**src/rtl/btn_step_ctrl.sv**
```systemverilog
// Frequency-step push-button conditioner: synchronise, debounce and reject conflicts on up/down.
// Define BTN_STEP_AUTOREPEAT_EN to add hold-to-repeat stepping on a single held button.
module btn_step_ctrl #(
  parameter int unsigned NUM_SYNC      = 2,
  parameter int unsigned DEBOUNCE      = 50000,
  parameter bit          BTN_ACTIVE    = 1'b1,
  parameter int unsigned REPEAT_DELAY  = 25000000,
  parameter int unsigned REPEAT_PERIOD = 5000000
) (
  input  logic clk_i,
  input  logic arstn_i,
  input  logic up_btn_i,
  input  logic dwn_btn_i,
  output logic up_pulse_o,
  output logic dwn_pulse_o,
  output logic held_o
);

  localparam int unsigned DbncW = $clog2(DEBOUNCE + 1);
  localparam logic [DbncW-1:0] DbncMax = DbncW'(DEBOUNCE);

  if (NUM_SYNC < 2) begin : g_bad_num_sync
    $error("NUM_SYNC must be at least 2");
  end
  if (DEBOUNCE < 1) begin : g_bad_debounce
    $error("DEBOUNCE must be at least 1");
  end
  if (REPEAT_DELAY < 1 || REPEAT_PERIOD < 1) begin : g_bad_repeat
    $error("REPEAT_DELAY and REPEAT_PERIOD must be at least 1");
  end

  typedef enum logic {StIdle, StHeld} state_e;

  // Polarity is normalised before the synchroniser so everything downstream is active-high.
  logic                up_raw, dwn_raw;
  logic [NUM_SYNC-1:0] up_sync, dwn_sync;

  assign up_raw  = BTN_ACTIVE ? up_btn_i  : ~up_btn_i;
  assign dwn_raw = BTN_ACTIVE ? dwn_btn_i : ~dwn_btn_i;

  always_ff @(posedge clk_i or negedge arstn_i) begin
    if (!arstn_i) begin
      up_sync  <= '0;
      dwn_sync <= '0;
    end else begin
      up_sync  <= {up_sync[NUM_SYNC-2:0], up_raw};
      dwn_sync <= {dwn_sync[NUM_SYNC-2:0], dwn_raw};
    end
  end

  logic [1:0]       pat;
  logic [1:0]       pat_q;
  logic             pushed;
  state_e           state;
  logic [DbncW-1:0] dbnc_cnt;
  logic             up_pulse, dwn_pulse, held;

  assign pat    = {up_sync[NUM_SYNC-1], dwn_sync[NUM_SYNC-1]};
  assign pushed = |pat;

`ifdef BTN_STEP_AUTOREPEAT_EN
  localparam int unsigned RptMaxVal = (REPEAT_DELAY > REPEAT_PERIOD) ? REPEAT_DELAY
                                                                     : REPEAT_PERIOD;
  localparam int unsigned RptW = $clog2(RptMaxVal + 1);
  localparam logic [RptW-1:0] RptDelay  = RptW'(REPEAT_DELAY);
  localparam logic [RptW-1:0] RptPeriod = RptW'(REPEAT_PERIOD);

  logic [RptW-1:0] rpt_cnt, rpt_next, rpt_target;
  logic            rpt_armed, rpt_run, rpt_hit;

  // Only a steady single-button pattern advances the repeat timer; 11 and 00 never do.
  assign rpt_run    = (pat == pat_q) && ((pat == 2'b10) || (pat == 2'b01));
  assign rpt_next   = rpt_cnt + RptW'(1);
  assign rpt_target = rpt_armed ? RptPeriod : RptDelay;
  assign rpt_hit    = rpt_run && (rpt_next == rpt_target);
`endif

  always_ff @(posedge clk_i or negedge arstn_i) begin
    if (!arstn_i) begin
      state     <= StIdle;
      pat_q     <= '0;
      dbnc_cnt  <= '0;
      up_pulse  <= 1'b0;
      dwn_pulse <= 1'b0;
      held      <= 1'b0;
`ifdef BTN_STEP_AUTOREPEAT_EN
      rpt_cnt   <= '0;
      rpt_armed <= 1'b0;
`endif
    end else begin
      up_pulse  <= 1'b0;
      dwn_pulse <= 1'b0;
      case (state)
        StIdle: begin
          if (!pushed || (pat != pat_q)) begin
            dbnc_cnt <= '0;
            pat_q    <= pat;
          end else if (dbnc_cnt == DbncMax) begin
            state     <= StHeld;
            held      <= 1'b1;
            dbnc_cnt  <= '0;
            up_pulse  <= (pat == 2'b10);
            dwn_pulse <= (pat == 2'b01);
`ifdef BTN_STEP_AUTOREPEAT_EN
            rpt_cnt   <= '0;
            rpt_armed <= 1'b0;
`endif
          end else begin
            dbnc_cnt <= dbnc_cnt + DbncW'(1);
          end
        end
        StHeld: begin
          pat_q <= pat;
          // Any sampled press restarts the release debounce.
          if (pushed) begin
            dbnc_cnt <= '0;
          end else if (dbnc_cnt == DbncMax) begin
            state    <= StIdle;
            held     <= 1'b0;
            dbnc_cnt <= '0;
          end else begin
            dbnc_cnt <= dbnc_cnt + DbncW'(1);
          end
`ifdef BTN_STEP_AUTOREPEAT_EN
          if (!rpt_run) begin
            rpt_cnt   <= '0;
            rpt_armed <= 1'b0;
          end else if (rpt_hit) begin
            rpt_cnt   <= '0;
            rpt_armed <= 1'b1;
            up_pulse  <= pat[1];
            dwn_pulse <= pat[0];
          end else begin
            rpt_cnt <= rpt_next;
          end
`endif
        end
        default: begin
          state <= StIdle;
          held  <= 1'b0;
        end
      endcase
    end
  end

  assign up_pulse_o  = up_pulse;
  assign dwn_pulse_o = dwn_pulse;
  assign held_o      = held;

endmodule

```
**config.mk**
```make
export PLATFORM = sky130hd
export DESIGN_NAME = btn_step_ctrl
export DESIGN_NICKNAME = d
export VERILOG_FILES = /design/src/rtl/btn_step_ctrl.sv
export SDC_FILE = /design/constraint.sdc
export NUM_CORES = 1
export LEC_CHECK = 0
export ABC_AREA = 1
export CORE_UTILIZATION = 52
export CTS_CLUSTER_SIZE = 8
export DETAILED_ROUTE_END_ITERATION = 12
export PLACE_DENSITY = 0.73
export SETUP_SLACK_MARGIN = 0.2
export SYNTH_ARGS = -nofsm -noshare
export SYNTH_HDL_FRONTEND = slang
export SYNTH_SLANG_ARGS = --single-unit
```
**constraint.sdc**
```tcl
create_clock -name clk_i -period 1.4 [get_ports clk_i]
set_clock_uncertainty 0.1 [all_clocks]
set_input_delay 0.21 -clock clk_i [delete_from_list [all_inputs] [get_ports clk_i]]
set_output_delay 0.21 -clock clk_i [all_outputs]
set_load 0.02 [all_outputs]
```
==> metrics.txt, run 1 <==
share of the yosys chip area belonging to registers 0.495; mapped cell area 1320 um2; Setup WS post-layout -0.0907 ns; width of the die 52.3 um; overall die height 52.3 um; critical path required time 1.52 ns; synthesized instance count 148; I/O Pins 7; IR Drop Worst-Case VDD 0.717 mV; area grow syn2layout 31.8%; cell-by-cell trace of the critical path nor2_1 > nand3_1 > nor2_2 > nand2_4 > buf_12 > nand2_8 > nor2_2; WP data arrival 1.61 ns; Row Count 17; number of remaining DRC errors 0; fraction of post-synthesis cell area in the top cell type by area 0.495; placed insts 193; routed length per instance 13.4 um; status complete, but fails checks; max-slew violation count 0; static power due to leakage 0.730 nW; failing checks setup timing; number of detailed-route iterations in the first pass 4; flip-flop and latch count after synthesis 26; ratio of cells with drive above 1 in the final layout 0.400; Setup Slack @ Placement -0.133 ns; number of warnings printed during yosys synthesis 0; wire length of the first global-routing pass 4560 um; shortest clock period the worst path allows after layout 1.49 ns; clock network latency to the later pin of the worst-skew pair 0.31 ns; number of global-route vias before repair 1068; synth top area cells dfrtp_1, nand2_1, nor2_2; slew margin rel. 0.787; worst min-delay path class in2async; most common cell after layout, fill and taps aside nand2_1; Post-DP Area 1510 um2; Worst-path clk slew 0.13 ns; type of element capturing the critical path flip-flop; crit path max-delay cell type dfrtp_1; drt total wl 2730 um; GRT overflow 0; number of sinks on the clock net 26; buffer depth of the longest clock path 2; CTS HTree Levels 1; routed vias 1064; pin count of the biggest net entering global routing 27; startpoint type of the worst setup path flip-flop; most frequent cell on the critical path nor2_2; fmax 671 MHz; final std cell area, no fill 1730 um2; detailed-placement wirelength estimate 1790 um; net count of the finished layout 182; count of endpoints failing hold in the final timing report 0; max_cap viols 0; measured slew at the worst slew-check pin 0.320 ns; cell accounting for the most synthesized area dfrtp_1; RD Place Congestion 0.847; initial antenna violation count 0; unrepaired setup endpoints after global routing yes; Mapped Nets 154; CTS tree yes; largest fanout of any net on the critical path 7; Clk Tree Root Cell clkbuf_4; initial drt markers 32; final worst-path cycle share 1.06; count of unique library cells instantiated by Yosys 27; per-instance average area after synthesis 8.89 um2; antenna-violating nets left 0; number of clock buffers inserted by TritonCTS 3; total negative slack -1.52 ns; classification of the worst setup path reg2reg; per-cell via count in the routed design 5.24; diode count 0; delay of the slowest cell on the worst path 0.45 ns; starting utilization of the core area 0.572; floorplan core area 2300 um2; final number of setup-violating endpoints 19; aggregate global-route resource usage 0.230; total die area 2730 um2; reg-to-reg setup timing slack -0.09 ns; most frequent cells in the layout nand2_1, dfrtp_1, nor2_2, buf_4; power per cell area 806 nW/um2; number of buffers added on ports 6; number of cells in the finished layout apart from fillers 203; total of hold buffers inserted after clock tree synthesis 0
stage by stage:
stage / hold WS, ns / util / power (mW)
after floorplan: -0.186 / - / 0.844
after global placement: 0.233 / 0.658 / 0.875
after detailed placement: 0.242 / 0.658 / 0.882
after CTS: 0.145 / 0.724 / 1.41
after global routing: 0.159 / 0.754 / 1.46
final: 0.139 / 0.754 / 1.40
per-layer routing:
metal / track usage / wire, um
met1: 0.296 / 1200
met2: 0.384 / 1420
met3: 0.0290 / 79
met4: 0.101 / 31
met5: 0 / 0
synth_stat cells (all sizes together):
library cell / number
or2: 1
nand4: 3
dfrtp: 26
nand3b: 2
and2: 1
nand3: 10
ha: 2
nor3: 4
nor2: 30
nand2: 34
buf: 2
xor2: 7
clkbuf: 1
a21oi: 4
o21ai: 2
inv: 16
o21bai: 1
xnor2: 2
report_power, final:
group | total, mW | switching, mW | internal [mW]
registers | 0.776 | 0.0118 | 0.764
clock network | 0.503 | 0.214 | 0.289
logic | 0.118 | 0.0729 | 0.0455
layout make-up:
class                      instances  area (um2)
tap                               28        35.0
timing repair buffer              25         226
inverter                          16        60.1
fill                             155         564
sequential                        26         652
clock buffer                       3        22.5
multi-input combinational        104         707
clock inverter                     1        30.0
kinds of logic after synthesis:
kind of cell,share of synthesized area
simple gates,0.334
flops,0.495
fa+ha+maj,0.0190
buf+inv,0.0609
xor+xnor,0.0599
compound gates,0.0314
timing repair:
item,4_1_cts,5_1_grt
resized for setup,24,20
setup buffers,4,1
endpoints found under the setup margin,23,23
pin swaps,6,1
gates cloned,1,0
critical path: cells and delay by family, from the launching register on:
| family | cells | cell delay, ns |
|---|---|---|
| AND/OR/NAND/NOR | 6 | 0.69 |
| buffers and inverters | 1 | 0.15 |
| flip-flops | 1 | 0.45 |
registers in the layout, summed over array words and instances (netlist names):
register / flops
dbnc_cnt: 16
dwn_sync: 2
pat_q: 2
up_sync: 2
dwn_pulse_o: 1
held_o: 1
state: 1
up_pulse_o: 1
final timing paths:
| check | start | end | cells after the start |
|---|---|---|---|
| setup / recovery | dbnc_cnt[7] | dbnc_cnt[7] | 7 |
| hold / removal | arstn_i | up_pulse_o | 2 |
| setup reg to reg | dbnc_cnt[7] | dbnc_cnt[7] | 7 |
| hold reg to reg | up_sync[0] | up_sync[1] | 0 |
| max in group asynchronous | arstn_i | dbnc_cnt[2] | 2 |
| min in group clk_i | up_btn_i | up_sync[0] | 1 |
Power figures use the tool's default switching activity.
==> inputs of run 2 (changes only) <==
--- a/config.mk
+++ b/config.mk
@@ -9,8 +9,10 @@
 export CORE_UTILIZATION = 52
 export CTS_CLUSTER_SIZE = 8
 export DETAILED_ROUTE_END_ITERATION = 12
+export GPL_ROUTABILITY_DRIVEN = 0
 export PLACE_DENSITY = 0.73
 export SETUP_SLACK_MARGIN = 0.2
+export SLEW_MARGIN = 20
 export SYNTH_ARGS = -nofsm -noshare
 export SYNTH_HDL_FRONTEND = slang
 export SYNTH_SLANG_ARGS = --single-unit
==> results of run 2 <==
No change in the layout: final DEF, timing and power equal those of run 1.
==> inputs of run 3 (changes only) <==
--- a/config.mk
+++ b/config.mk
@@ -6,11 +6,13 @@
 export NUM_CORES = 1
 export LEC_CHECK = 0
 export ABC_AREA = 1
-export CORE_UTILIZATION = 52
+export CELL_PAD_IN_SITES_DETAIL_PLACEMENT = 1
+export CELL_PAD_IN_SITES_GLOBAL_PLACEMENT = 1
+export CORE_UTILIZATION = 40
 export CTS_CLUSTER_SIZE = 8
 export DETAILED_ROUTE_END_ITERATION = 12
 export GPL_ROUTABILITY_DRIVEN = 0
-export PLACE_DENSITY = 0.73
+export PLACE_DENSITY_LB_ADDON = 0.1
 export SETUP_SLACK_MARGIN = 0.2
 export SLEW_MARGIN = 20
 export SYNTH_ARGS = -nofsm -noshare
==> run 3 against run 2 <==
  * The run still ends with setup timing left
  * Largest power group unchanged
  * Clock-buffer cell count is the same
  * Largest cell class is now flip-flops and latches
  * Highest routed layer unchanged
  * Flip-flop and latch count is the same
  * Worst hold slack lost 0.027 ns
  * Power grew 0.77%
  * Critical path type unchanged
==> metrics.txt, run 3 (same netlist as run 1, synthesis figures left out) <==
status complete, but fails checks; failing checks setup timing; diode count 0 (unchanged); Clk Tree Root Cell clkbuf_4; number of detailed-route iterations in the first pass 4 (unchanged); static power due to leakage 0.743 nW (+1.7%); reg-to-reg setup timing slack -0.09 ns (about the same); clock network latency to the later pin of the worst-skew pair 0.32 ns (about the same); count of endpoints failing hold in the final timing report 0 (unchanged); worst min-delay path class in2async; drt total wl 2990 um (+9.6%); area grow syn2layout 30.1%; logic depth of the worst register-to-register path 7 (unchanged); buffer depth of the longest clock path 2 (unchanged); shortest clock period the worst path allows after layout 1.49 ns (-0.00403 ns); unrepaired setup endpoints after global routing yes; number of remaining DRC errors 0 (unchanged); overall die height 59.3 um (+13%); Row Count 20 (+3); fmax 673 MHz (+0.27%); max-slew violation count 0 (unchanged); starting utilization of the core area 0.427 (-0.145); final cell utilization of the core 0.556 (-0.199); register with the most flip-flops dbnc_cnt; most common cell after layout, fill and taps aside nand2_1; critical path required time 1.58 ns (+0.06 ns); buffers plus inverters on the worst setup path 1 (unchanged); most frequent cell on the critical path nor2_2; flip-flop count of the largest register after layout 16 (unchanged); r2r startpoint dbnc_cnt[0]; IR Drop Worst-Case VDD 0.498 mV (-31%); width of the die 59.3 um (+13%); type of element capturing the critical path flip-flop; slew margin rel. 0.813 (+0.0262); WP data arrival 1.66 ns (+0.05 ns); GRT overflow 0 (unchanged); critical path launch point dbnc_cnt[0]; net count of the finished layout 184 (+1.1%); number of buffers added on ports 6 (unchanged); most frequent cells in the layout nand2_1, dfrtp_1, buf_4, nor2_1; number of sinks on the clock net 26 (unchanged); pin count of the biggest net entering global routing 27 (unchanged); I/O Pins 7 (unchanged); measured slew at the worst slew-check pin 0.279 ns (-0.0402 ns); aggregate global-route resource usage 0.203 (-0.0266); initial drt markers 31 (-3.1%); delay of the slowest cell on the worst path 0.44 ns (about the same); cell-by-cell trace of the critical path inv_2 > ha_4 > nand4_1 > nor2_2 > nand2_4 > or2_4 > nor2_2; routed length per instance 13.5 um (+0.68%); startpoint type of the worst setup path flip-flop; Critical R2R Capture up_pulse_o; Setup WS post-layout -0.0867 ns (+0.00403 ns); number of clock buffers inserted by TritonCTS 3 (unchanged); total negative slack -0.927 ns (+0.594 ns); per-cell via count in the routed design 4.69 (-11%); routed vias 1036 (-2.6%); antenna-violating nets left 0 (unchanged); number of global-route vias before repair 1134 (+6.2%); final number of setup-violating endpoints 20 (+1); Worst-path clk slew 0.15 ns (+0.02 ns); Top Family by Delay on Critical Path simple AND/OR/NAND/NOR gates; max_cap viols 0 (unchanged); detailed-placement wirelength estimate 2150 um (+20%); CTS HTree Levels 1 (unchanged); largest fanout of any net on the critical path 5 (-2); crit path max-delay cell type dfrtp_1; final worst-path cycle share 1.06 (-0.00288); power per cell area 823 nW/um2 (+2.1%); CTS tree yes; floorplan core area 3080 um2 (+34%); wire length of the first global-routing pass 5200 um (+14%); ratio of cells with drive above 1 in the final layout 0.356 (-0.0441); initial antenna violation count 0 (unchanged); total die area 3520 um2 (+29%); classification of the worst setup path reg2reg
-- run 3: cell types whose count changed in the layout (fill, tap and decap cells not counted), moves of 2 or more --
| cell | change |
|---|---|
| nand3_1 | +2 |
| nor2_1 | +3 |
| buf_4 | +5 |
| nand3_2 | -2 |
| buf_6 | -2 |
| nor2_2 | -3 |
| o21ai_1 | -2 |
| a21oi_1 | +3 |
| a21oi_2 | -3 |
-- run 3: worst max-delay path by stage --
stage | end | cells past startpoint | slack (ns)
2_1_floorplan | dbnc_cnt[2] | 8 | -0.04
3_3_place_gp | dbnc_cnt[6] | 7 | -0.09
3_5_place_dp | dbnc_cnt[9] | 7 | -0.18
4_1_cts | up_pulse_o | 7 | -0.09
5_1_grt | up_pulse_o | 7 | -0.20
6_report | up_pulse_o | 7 | -0.09
-- run 3: power by group --
part	switching [mW]	internal [mW]
combinational	0.0654	0.0453
sequential	0.0119	0.764
clock	0.232	0.289
-- run 3: final cells by class --
cell class,instances,area [um2]
fill,379,1370
sequential,26,652
clock buffer,3,22.5
multi-input combinational,103,649
tap,44,55.1
timing repair buffer,28,241
inverter,16,60.1
clock inverter,1,30.0
-- run 3: what timing repair did --
| action | CTS | global route |
|---|---|---|
| setup buffers | 3 | 2 |
| pin swaps | 6 | 0 |
| hold buffers | 0 | 0 |
| endpoints found under the hold margin | 0 | 0 |
| resized for setup | 21 | 9 |
| endpoints found under the setup margin | 23 | 23 |
-- run 3: metal layers --
metal | GRT usage | up-vias | wire, um
li1 | - | 518 | -
met3 | 0.0197 | 2 | 46
met5 | 0 | - | 0
met1 | 0.265 | 510 | 1340
met2 | 0.355 | 6 | 1580
met4 | 0.0612 | 0 | 19
-- run 3: per-stage QoR --
| stage | setup WS [ns] | instances | hold slack, ns | cell area [um2] | power, mW |
|---|---|---|---|---|---|
| after CTS | -0.0910 | 219 | 0.114 | 1680 | 1.43 |
| after global placement | -0.0910 | 212 | 0.234 | 1570 | 0.882 |
| final | -0.0867 | 221 | 0.112 | 1710 | 1.41 |
| after global routing | -0.196 | 221 | 0.116 | 1710 | 1.46 |
| after floorplan | -0.0425 | 148 | -0.186 | 1340 | 0.844 |
| after detailed placement | -0.181 | 212 | 0.242 | 1570 | 0.892 |
